===== config.mk =====
export PLATFORM = sky130hd
export DESIGN_NAME = aes_out_serializer_flat
export DESIGN_NICKNAME = d
export VERILOG_FILES = /design/src/rtl/aes_out_serializer_if.sv /design/src/rtl/aes_out_serializer.sv /design/src/flat_wrapper.sv
export SDC_FILE = /design/constraint.sdc
export NUM_CORES = 1
export LEC_CHECK = 0
export ABC_AREA = 0
export CORE_UTILIZATION = 45
export DETAILED_ROUTE_END_ITERATION = 7
export GPL_ROUTABILITY_DRIVEN = 1
export GPL_TIMING_DRIVEN = 0
export PLACE_DENSITY = 0.73
export SLEW_MARGIN = 25
export SYNTH_ARGS = -nofsm -noshare
export SYNTH_HDL_FRONTEND = slang
export SYNTH_SLANG_ARGS = --single-unit
export TNS_END_PERCENT = 1

===== constraint.sdc =====
create_clock -name AES_clk -period 4.8 [get_ports AES_clk]
set_clock_uncertainty 0.2 [all_clocks]
set_input_delay 0.72 -clock AES_clk [delete_from_list [all_inputs] [get_ports AES_clk]]
set_output_delay 0.72 -clock AES_clk [all_outputs]
set_load 0.1 [all_outputs]

===== src/rtl/aes_out_serializer_if.sv =====
// Bundle of the AES result input, the word stream output and the status
// signals of the AES output serializer. The master side is the environment
// (AES_top plus the consumer); the slave side is the serializer itself.
interface aes_out_serializer_if #(
  parameter int BLK_W  = 128,
  parameter int WORD_W = 32,
  parameter int DEPTH  = 4
) ();

  logic                       AES_data_out_valid;
  logic [BLK_W-1:0]           AES_data_out;
  logic                       ser_flush;
  logic [WORD_W-1:0]          ser_data;
  logic                       ser_valid;
  logic                       ser_ready;
  logic                       ser_last;
  logic [$clog2(DEPTH+1)-1:0] fifo_level;
  logic                       ser_overflow;
  logic [7:0]                 ser_drop_cnt;

  modport master (
    output AES_data_out_valid, AES_data_out, ser_flush, ser_ready,
    input  ser_data, ser_valid, ser_last, fifo_level, ser_overflow, ser_drop_cnt
  );

  modport slave (
    input  AES_data_out_valid, AES_data_out, ser_flush, ser_ready,
    output ser_data, ser_valid, ser_last, fifo_level, ser_overflow, ser_drop_cnt
  );

endinterface


===== src/rtl/aes_out_serializer.sv =====
// AES output serializer: buffers each pulsed AES result in a DEPTH-entry
// block FIFO and streams it out MS word first on a valid/ready interface.
// Blocks arriving while the FIFO is full (and no pop is happening) are
// dropped, counted (saturating) and flagged by a sticky overflow bit.
module aes_out_serializer #(
  parameter int BLK_W  = 128,
  parameter int WORD_W = 32,
  parameter int DEPTH  = 4
) (
  input  logic                  AES_clk,
  input  logic                  AES_rst,
  aes_out_serializer_if.slave   bus
);

  localparam int NWORDS = BLK_W / WORD_W;
  localparam int PW     = (DEPTH > 1) ? $clog2(DEPTH) : 1;
  localparam int LW     = $clog2(DEPTH + 1);
  localparam int CW     = (NWORDS > 1) ? $clog2(NWORDS) : 1;

  typedef enum logic {
    IDLE = 1'b0,
    SEND = 1'b1
  } state_t;

  state_t             state_q, state_d;
  logic [PW-1:0]      wptr_q, wptr_d;
  logic [PW-1:0]      rptr_q, rptr_d;
  logic [LW-1:0]      level_q, level_d;
  logic [CW-1:0]      wcnt_q, wcnt_d;
  logic [WORD_W-1:0]  data_q, data_d;
  logic               valid_q, valid_d;
  logic               last_q, last_d;
  logic               ovf_q, ovf_d;
  logic [7:0]         drop_q, drop_d;

  logic [BLK_W-1:0]   mem_q [DEPTH];
  logic [BLK_W-1:0]   head_d;

  logic               hs;
  logic               pop;
  logic               full;
  logic               wr;
  logic               drop;

  assign hs   = valid_q & bus.ser_ready;
  assign pop  = hs & last_q;
  assign full = (level_q == LW'(DEPTH));
  // A pop on the same edge frees the slot, so a full FIFO still accepts.
  assign wr   = bus.AES_data_out_valid & (~full | pop) & ~bus.ser_flush;
  assign drop = bus.AES_data_out_valid & full & ~pop & ~bus.ser_flush;

  // Next-state computation for pointers, counters, status and output word.
  always_comb begin
    wptr_d  = wr  ? wptr_q + PW'(1) : wptr_q;
    rptr_d  = pop ? rptr_q + PW'(1) : rptr_q;
    level_d = level_q + LW'(wr) - LW'(pop);
    wcnt_d  = wcnt_q;
    if (pop) begin
      wcnt_d = '0;
    end else if (hs) begin
      wcnt_d = wcnt_q + CW'(1);
    end
    ovf_d  = ovf_q | drop;
    drop_d = (drop && (drop_q != '1)) ? drop_q + 8'd1 : drop_q;

    if (bus.ser_flush) begin
      wptr_d  = '0;
      rptr_d  = '0;
      level_d = '0;
      wcnt_d  = '0;
      ovf_d   = 1'b0;
      drop_d  = '0;
    end

    state_d = (level_d != '0) ? SEND : IDLE;

    // Outputs are registered, so the next head block is needed now. When the
    // block being written lands exactly at the next read slot it is the new
    // head and has to be forwarded because the memory only updates at the edge.
    head_d = (wr && (wptr_q == rptr_d)) ? bus.AES_data_out : mem_q[rptr_d];

    data_d  = '0;
    valid_d = 1'b0;
    last_d  = 1'b0;
    if (state_d == SEND) begin
      valid_d = 1'b1;
      last_d  = (wcnt_d == CW'(NWORDS - 1));
      for (int unsigned i = 0; i < NWORDS; i++) begin
        if (wcnt_d == CW'(i)) begin
          data_d = head_d[BLK_W-1-i*WORD_W -: WORD_W];
        end
      end
    end
  end

  // Block storage; contents need no reset since level gates all reads.
  always_ff @(posedge AES_clk) begin
    if (wr) begin
      mem_q[wptr_q] <= bus.AES_data_out;
    end
  end

  // FSM, pointers, counters and registered outputs.
  always_ff @(posedge AES_clk or posedge AES_rst) begin
    if (AES_rst) begin
      state_q <= IDLE;
      wptr_q  <= '0;
      rptr_q  <= '0;
      level_q <= '0;
      wcnt_q  <= '0;
      data_q  <= '0;
      valid_q <= 1'b0;
      last_q  <= 1'b0;
      ovf_q   <= 1'b0;
      drop_q  <= '0;
    end else begin
      state_q <= state_d;
      wptr_q  <= wptr_d;
      rptr_q  <= rptr_d;
      level_q <= level_d;
      wcnt_q  <= wcnt_d;
      data_q  <= data_d;
      valid_q <= valid_d;
      last_q  <= last_d;
      ovf_q   <= ovf_d;
      drop_q  <= drop_d;
    end
  end

  assign bus.ser_data     = data_q;
  assign bus.ser_valid    = valid_q;
  assign bus.ser_last     = last_q;
  assign bus.fifo_level   = level_q;
  assign bus.ser_overflow = ovf_q;
  assign bus.ser_drop_cnt = drop_q;

endmodule


===== src/flat_wrapper.sv =====
// flat-port wrapper written by rule: the top's interface ports become plain ports
module aes_out_serializer_flat 
#(
  parameter int BLK_W  = 128,
  parameter int WORD_W = 32,
  parameter int DEPTH  = 4
)
  (AES_clk, AES_rst, bus_AES_data_out_valid, bus_AES_data_out, bus_ser_flush, bus_ser_ready, bus_ser_data, bus_ser_valid, bus_ser_last, bus_fifo_level, bus_ser_overflow, bus_ser_drop_cnt);
  aes_out_serializer_if #(.BLK_W(BLK_W), .WORD_W(WORD_W), .DEPTH(DEPTH)) bus_i ();
  input  logic AES_clk;
  input  logic AES_rst;
  input wire logic [$bits(bus_i.AES_data_out_valid)-1:0] bus_AES_data_out_valid;
  input wire logic [$bits(bus_i.AES_data_out)-1:0] bus_AES_data_out;
  input wire logic [$bits(bus_i.ser_flush)-1:0] bus_ser_flush;
  input wire logic [$bits(bus_i.ser_ready)-1:0] bus_ser_ready;
  output wire logic [$bits(bus_i.ser_data)-1:0] bus_ser_data;
  output wire logic [$bits(bus_i.ser_valid)-1:0] bus_ser_valid;
  output wire logic [$bits(bus_i.ser_last)-1:0] bus_ser_last;
  output wire logic [$bits(bus_i.fifo_level)-1:0] bus_fifo_level;
  output wire logic [$bits(bus_i.ser_overflow)-1:0] bus_ser_overflow;
  output wire logic [$bits(bus_i.ser_drop_cnt)-1:0] bus_ser_drop_cnt;
  assign bus_i.AES_data_out_valid = bus_AES_data_out_valid;
  assign bus_i.AES_data_out = bus_AES_data_out;
  assign bus_i.ser_flush = bus_ser_flush;
  assign bus_i.ser_ready = bus_ser_ready;
  assign bus_ser_data = bus_i.ser_data;
  assign bus_ser_valid = bus_i.ser_valid;
  assign bus_ser_last = bus_i.ser_last;
  assign bus_fifo_level = bus_i.fifo_level;
  assign bus_ser_overflow = bus_i.ser_overflow;
  assign bus_ser_drop_cnt = bus_i.ser_drop_cnt;
  aes_out_serializer #(.BLK_W(BLK_W), .WORD_W(WORD_W), .DEPTH(DEPTH)) u_core (.AES_clk(AES_clk), .AES_rst(AES_rst), .bus(bus_i));
endmodule

==> results of run 1 <==
area by class of cell:
cell class | instances | share of cell area [%]
clock inverters | 31 | 0.873
inverters | 15 | 0.219
flip-flops and latches | 564 | 59.7
clock buffers | 75 | 5.35
multi-input cells | 927 | 21.3
well taps | 672 | 3.01
diodes | 7 | 0.0627
repair buffers | 191 | 7.50
plain buffers | 113 | 1.97
synthesized netlist by cell type (6+ instances only):
cell | number | share of area (%)
edfxtp_1 | 512 | 66
nand2_1 | 264 | 4.3
mux2i_1 | 139 | 6.0
nor2_1 | 64 | 1.0
clkbuf_1 | 55 | 0.89
and3_1 | 53 | 1.4
dfrtp_1 | 52 | 5.6
o21ai_0 | 48 | 1.0
o221ai_1 | 42 | 1.6
a311oi_1 | 40 | 1.5
a211oi_1 | 35 | 1.1
buf_2 | 34 | 0.73
a21oi_1 | 32 | 0.69
nand3_1 | 30 | 0.65
a31oi_1 | 29 | 0.78
nand2b_1 | 17 | 0.46
nand3b_1 | 17 | 0.55
buf_4 | 16 | 0.52
o21ai_1 | 15 | 0.32
o22ai_1 | 14 | 0.38
a311o_1 | 12 | 0.52
and4_1 | 12 | 0.45
inv_1 | 12 | 0.19
ha_1 | 7 | 0.38
mux2_2 | 6 | 0.29
power groups by stage:
stage          registers, W  clock network, W  logic, W
3_3_place_gp        0.00576                 0   0.00111
6_report            0.00563           0.00419   0.00118
5_1_grt             0.00564           0.00443   0.00123
2_1_floorplan       0.00602                 0  0.000377
3_5_place_dp        0.00573                 0   0.00116
4_1_cts             0.00563           0.00423   0.00117
kinds of logic after synthesis:
family                   synth area share, %
AO/OA/AOI/OAI                           8.60
XOR/XNOR                               0.302
adder cells (fa/ha/maj)                0.463
buffers and inverters                   2.62
flip-flops                              71.8
multiplexers                            6.81
AND/OR/NAND/NOR                         9.44
sequential cells by signal (all words and copies together) (netlist names):
| signal | flops |
|---|---|
| u_core.bus.ser_last | 1 |
| u_core.wcnt_q | 2 |
| u_core.wptr_q | 2 |
| u_core.bus.ser_drop_cnt | 8 |
| u_core.bus.ser_valid | 1 |
| u_core.rptr_q | 2 |
| u_core.mem_q | 512 |
| u_core.bus.fifo_level | 3 |
| u_core.bus.ser_overflow | 1 |
| u_core.bus.ser_data | 32 |
through the flow:
step	hold slack (ns)	setup TNS, ns
finish	0.194	0
global route	0.229	0
detailed placement	0.324	-0.543
floorplan	0.369	-169.57
global placement	0.317	-1174.31
CTS	0.185	0
routing by layer:
| layer | GRT usage, % | part of all wire, % |
|---|---|---|
| met1 | 33.3 | 38 |
| met2 | 39.7 | 48 |
| met3 | 4.21 | 10 |
| met4 | 12.3 | 4.3 |
| met5 | 0 | 0.076 |
worst max-delay path by stage:
stage / from / to / slack, ns / cells past startpoint
after floorplan: u_core.bus.ser_valid / u_core.mem_q[3][0] / -0.44 / 3
after global placement: bus_ser_ready / u_core.mem_q[0][14] / -2.93 / 4
after detailed placement: bus_ser_ready / u_core.bus.ser_data[30] / -0.14 / 12
after CTS: bus_ser_ready / u_core.bus.ser_data[30] / 0.51 / 12
after global routing: bus_ser_ready / u_core.bus.ser_data[30] / 0.18 / 12
final: bus_ser_ready / u_core.bus.ser_data[30] / 0.34 / 12
worst reg2reg max path: cells and delay by family, from the launching register on:
family / cells / cell delay, ns
AOI/OAI and AO/OA: 4 / 1.56
xor gates and xnor gates: 2 / 0.32
adders and majority gates: 2 / 0.61
buffers and inverters: 2 / 0.70
DFF: 1 / 0.49
and+or+nand+nor: 1 / 0.18
==> summary.txt, run 1 <==
initial antenna violation count = 11
clock buffer depth = 3
R2R Path End = u_core.bus.ser_data[30]
Synth Register Bits = 564
worst-path fanout max = 10
CTS Buf Count = 57
DP Area = 0.0262 mm2
Initial DRC Count = 2077
GP Congestion = 0.866
port bufs = 178
post_cts resized = 0
routed wire length = 65800 um
clk_lat worst skew = 0.62 ns
Worst R2R Setup Slack = 0.57 ns
CP startpoint kind = input port
commonest non-fill, non-tap cell in the layout = edfxtp_1
Critical Path, Cell by Cell = clkdlybuf4s50_1 > nand3_1 > a21oi_1 > ha_1 > inv_1 > fa_1 > xor2_1 > xnor2_1 > a31oi_1 > clkbuf_1 > o21ai_0 > a211oi_1
Core ar. = 0.0506 mm2
status = finished clean
starting density of the core = 45.9%
Relative slew margins = 32.0%
Post-synth EDFFs = 512
Comb pwr share = 10.7%
NetSw = 0.00272 W
clock network power share = 38.1%
Die Ht = 229 um
switch share = 24.7%
clk sinks = 564
vias in the first global route = 15400
fin cells = 2595
first-pass GRT wire length = 97400 um
setup ws final = 0.342 ns
vias per cell = 6.02
Ports = 179
Tmin final = 4.46 ns
Hold WC Path Type = in -> async
Tot Pwr = 0.0110 W
most frequent cells in the layout = edfxtp_1 (512), nand2_1 (264), clkdlybuf4s50_1 (178)
crit path DAT = 4.71 ns
# Max-Cap Violations = 0
H-tree depth = 2
P per Cell Area = 394 mW/mm2
detailed placement HPWL = 44100 um
DRC errors left = 0
CTS tree = built
fin crit share = 92.9%
FMAX = 224 MHz
Mean Syn Cell Area = 14.4 um2
Cells after Synth = 1619
internal power = 0.00828 W
1st-pass router iterations = 6
maximum vdd drop = 263 uV
Distinct cells, synth = 54
GR Util All Layers = 25.0%
Register-to-Register Path Depth = 11
postcts setup bufs = 0
number of fill cells = 3993
RSZ-0062 raised after global routing = false
Place WS = -0.137 ns
area delta synth->final = 20.2%
Post-Syn Nets = 1760
Max Slew Vio Count = 0
Worst EP required = 5.05 ns
total gr overflow = 0
yosys warns = 0
Post-synth top flop = edfxtp_1
worst path buffer plus inverter count = 3
core occupancy in the finished layout = 55.2%
Worst-path clk slew = 0.06 ns
post-route cell area = 0.0279 mm2
WS Path Type = in -> reg
ys async rst share = 9.22%
crit end category = flop
Largest delay share family, worst path = compound AO/OA/AOI/OAI gates
vias = 15600
slowest library cell on the worst path = clkbuf_1
antenna viol nets, final = 0
Clock Root Buffer = clkbuf_16
# setup viols final = 0
Hold Fails Final Rpt = 0
Worst path max stage delay = 0.65 ns
largest net degree at the start of global routing = 46
DIE AREA = 0.0525 mm2
Avg WL per Cell = 25.4 um
Worst-Margin Slew = 1.02 ns
Seq/Total Area, Yosys = 71.8%
Register Area = 0.0167 mm2
synthesized area = 0.0232 mm2
sequential share of power = 51.2%
RR Startpoint = u_core.bus.ser_valid
share of cells above drive strength 1 = 8.72%
Rows = 82
# nets final = 2010
hold_buf cts = 0
Die X = 229 um
Leak = 9.84 nW
multi-input logic area = 0.00596 mm2
placed insts = 2482
(Power assumes the default switching activity.)
==> inputs of run 2 (changes only) <==
--- a/config.mk
+++ b/config.mk
@@ -5,12 +5,13 @@
 export SDC_FILE = /design/constraint.sdc
 export NUM_CORES = 1
 export LEC_CHECK = 0
-export ABC_AREA = 0
+export ABC_AREA = 1
+export CORE_MARGIN = 2
 export CORE_UTILIZATION = 45
 export DETAILED_ROUTE_END_ITERATION = 7
 export GPL_ROUTABILITY_DRIVEN = 1
 export GPL_TIMING_DRIVEN = 0
-export PLACE_DENSITY = 0.73
+export PLACE_DENSITY = 0.72
 export SLEW_MARGIN = 25
 export SYNTH_ARGS = -nofsm -noshare
 export SYNTH_HDL_FRONTEND = slang
==> run 2 against run 1 <==
Net effect:
- cell area up 9.5%
- critical endpoint is now u_core.bus.ser_data[22]
- largest cell class unchanged
- critical path depth up 4
- clock power up 8.1%
- setup slack better by 0.66 ns
- utilization up 0.064 points
- worst hold slack better by 0.11 ns
- combinational power up 31%
- sequential power about the same
- final cell count up 36%
- sequential share of layout area down 5.2 points
- first-iteration DRC count up 17%
==> summary.txt, run 2 <==
status = finished clean
top cells by area, synth = edfxtp_1 (61%), nand2_1 (10%), nand3_1 (10%)
Seq/Total Area, Yosys = 66.1%
crit end category = flop
Mean Syn Cell Area = 10.2 um2
clk_lat worst skew = 0.62 ns
RR Startpoint = u_core.bus.ser_valid
worst-path fanout max = 10
Synth Area in XOR/XNOR = 0.0694%
Leak = 12.3 nW
maximum vdd drop = 279 uV
Rows = 86
Largest delay share family, worst path = buffers and inverters
critical path depth = 16
largest net degree at the start of global routing = 53
Distinct cells, synth = 27
Post-Synth Simple-Gate Area = 25.9%
Avg WL per Cell = 21.4 um
Hold Fails Final Rpt = 0
area delta synth->final = 21.2%
Register Area = 0.0167 mm2
Cells after Synth = 2476
Worst-path clk slew = 0.06 ns
port bufs = 178
Reg with most FFs = u_core.mem_q
FMAX = 263 MHz
P per Cell Area = 382 mW/mm2
vias = 19700
Tot Pwr = 0.0117 W
Worst path max stage delay = 0.59 ns
initial antenna violation count = 7
most frequent cells in the layout = nand2_1 (695), nand3_1 (515), edfxtp_1 (512)
worst path buffer plus inverter count = 5
setup ws final = 1.00 ns
DRC errors left = 0
# Max-Cap Violations = 0
number of fill cells = 4667
TNS Setup = 0 ns
Clock Root Buffer = clkbuf_16
vias per cell = 5.58
Relative slew margins = 33.6%
most frequent cell after synthesis = nand2_1
Synth top area share = 60.9%
CTS Buf Count = 57
min-delay src = u_core.bus.ser_overflow
Hold WC Path Type = reg -> reg
Max Slew Vio Count = 0
antenna viol nets, final = 0
routed wire length = 75600 um
clock buffer depth = 3
most used cell, CP = nand2_1
Post-synth EDFFs = 512
R2R Path End = u_core.bus.ser_data[22]
first-pass GRT wire length = 113000 um
Register-to-Register Path Depth = 15
Synth Register Bits = 564
fin cells = 3535
Post-synth top cells = nand2_1 (695), nand3_1 (515), edfxtp_1 (512)
Post-synth top flop = edfxtp_1
Core ar. = 0.0553 mm2
Die Ht = 241 um
worst hold endpoint = u_core.bus.ser_overflow
hold depth = 2
Tmin final = 3.80 ns
main combinational cell family by area after synthesis = simple AND/OR/NAND/NOR gates
Place WS = 0.542 ns
Die X = 241 um
slowest library cell on the worst path = clkdlybuf4s50_1
GR Util All Layers = 26.1%
1st-pass router iterations = 5
ys async rst share = 9.22%
core occupancy in the finished layout = 55.3%
area leader, netlist = edfxtp_1
# setup viols final = 0
Worst EP required = 5.07 ns
crit path DAT = 4.06 ns
placed insts = 3429
detailed placement HPWL = 52000 um
starting density of the core = 45.6%
yosys warns = 0
post_cts resized = 0
commonest non-fill, non-tap cell in the layout = nand2_1
Post-Syn Nets = 2617
CP startpoint kind = input port
fin crit share = 79.1%
CTS tree = built
vias in the first global route = 18900
Worst-Margin Slew = 0.993 ns
# nets final = 2881
post-synthesis compound-gate area fraction = 1.07%
synthesized area = 0.0252 mm2
clk sinks = 564
WS Path Type = in -> reg
RSZ-0062 raised after global routing = false
share of cells above drive strength 1 = 7.00%
Initial DRC Count = 2434
multi-input logic area = 0.00696 mm2
H-tree depth = 2
total gr overflow = 0
Post-Synth Adder-Cell Area = 0.426%
Ports = 179
Worst R2R Setup Slack = 1.21 ns
postcts setup bufs = 0
GP Congestion = 0.893
mux cell area share after synthesis = 0%
max reg flops = 512
DIE AREA = 0.0580 mm2
hold_buf cts = 0
Critical Path, Cell by Cell = clkdlybuf4s50_1 > nand3_2 > nand3_1 > nand3_2 > inv_1 > ha_1 > inv_1 > fa_1 > nand2_1 > nand2_1 > nor2_1 > inv_1 > nand2_1 > clkbuf_1 > nand2_1 > a21oi_1
==> run 2: layout make-up <==
type / instances / area share (%)
Sequential cell: 564 / 54.5
Clock buffer: 75 / 5.22
Multi-Input combinational cell: 1500 / 22.7
Antenna cell: 2 / 0.0164
Inverter: 256 / 3.15
Timing Repair Buffer: 205 / 8.11
Clock inverter: 29 / 0.990
Tap cell: 748 / 3.06
Buffer: 156 / 2.19
==> run 2: how the worst max path moves through the flow <==
stage	from	end
final	bus_ser_ready	u_core.bus.ser_data[22]
after global routing	bus_ser_ready	u_core.bus.ser_data[22]
after CTS	bus_ser_ready	u_core.bus.ser_data[22]
after detailed placement	bus_ser_ready	u_core.bus.ser_data[22]
after global placement	bus_ser_ready	u_core.mem_q[2][107]
after floorplan	u_core.bus.ser_valid	u_core.mem_q[0][0]
==> run 2: worst min-delay path: stages, from the launching register on <==
cell and delay, ns:
dfrtp_1 0.34, nor2_1 0.05, nor2_1 0.07
==> run 2: stage by stage <==
| stage | instance area (um2) | hold WS (ns) |
|---|---|---|
| after floorplan | 25200 | 0.381 |
| after global placement | 28000 | 0.290 |
| after detailed placement | 28700 | 0.294 |
| after CTS | 30600 | 0.307 |
| after global routing | 30600 | 0.351 |
| final | 30600 | 0.300 |
==> run 2: logic make-up (layout without fill, tap and decap cells) <==
family	after synthesis	in the layout
AOI/OAI and AO/OA	53	53
other	0	2
buffers and inverters	412	721
adders and majority gates	8	8
and+or+nand+nor	1437	1437
xor gates and xnor gates	2	2
DFF	564	564
==> run 2: routing by layer <==
layer | share of wire, % | wire [um] | GRT usage [%]
met2 | 47 | 35200 | 41.6
met1 | 38 | 28800 | 34.7
met4 | 5.0 | 3760 | 12.9
met5 | 0.086 | 65 | 0
met3 | 10 | 7730 | 4.53
==> run 2: power by group <==
part	internal (W)	leakage [nW]	switching, W
sequential	0.00555	5.35	0.0000506
clock	0.00265	0.943	0.00188
combinational	0.000429	5.97	0.00111
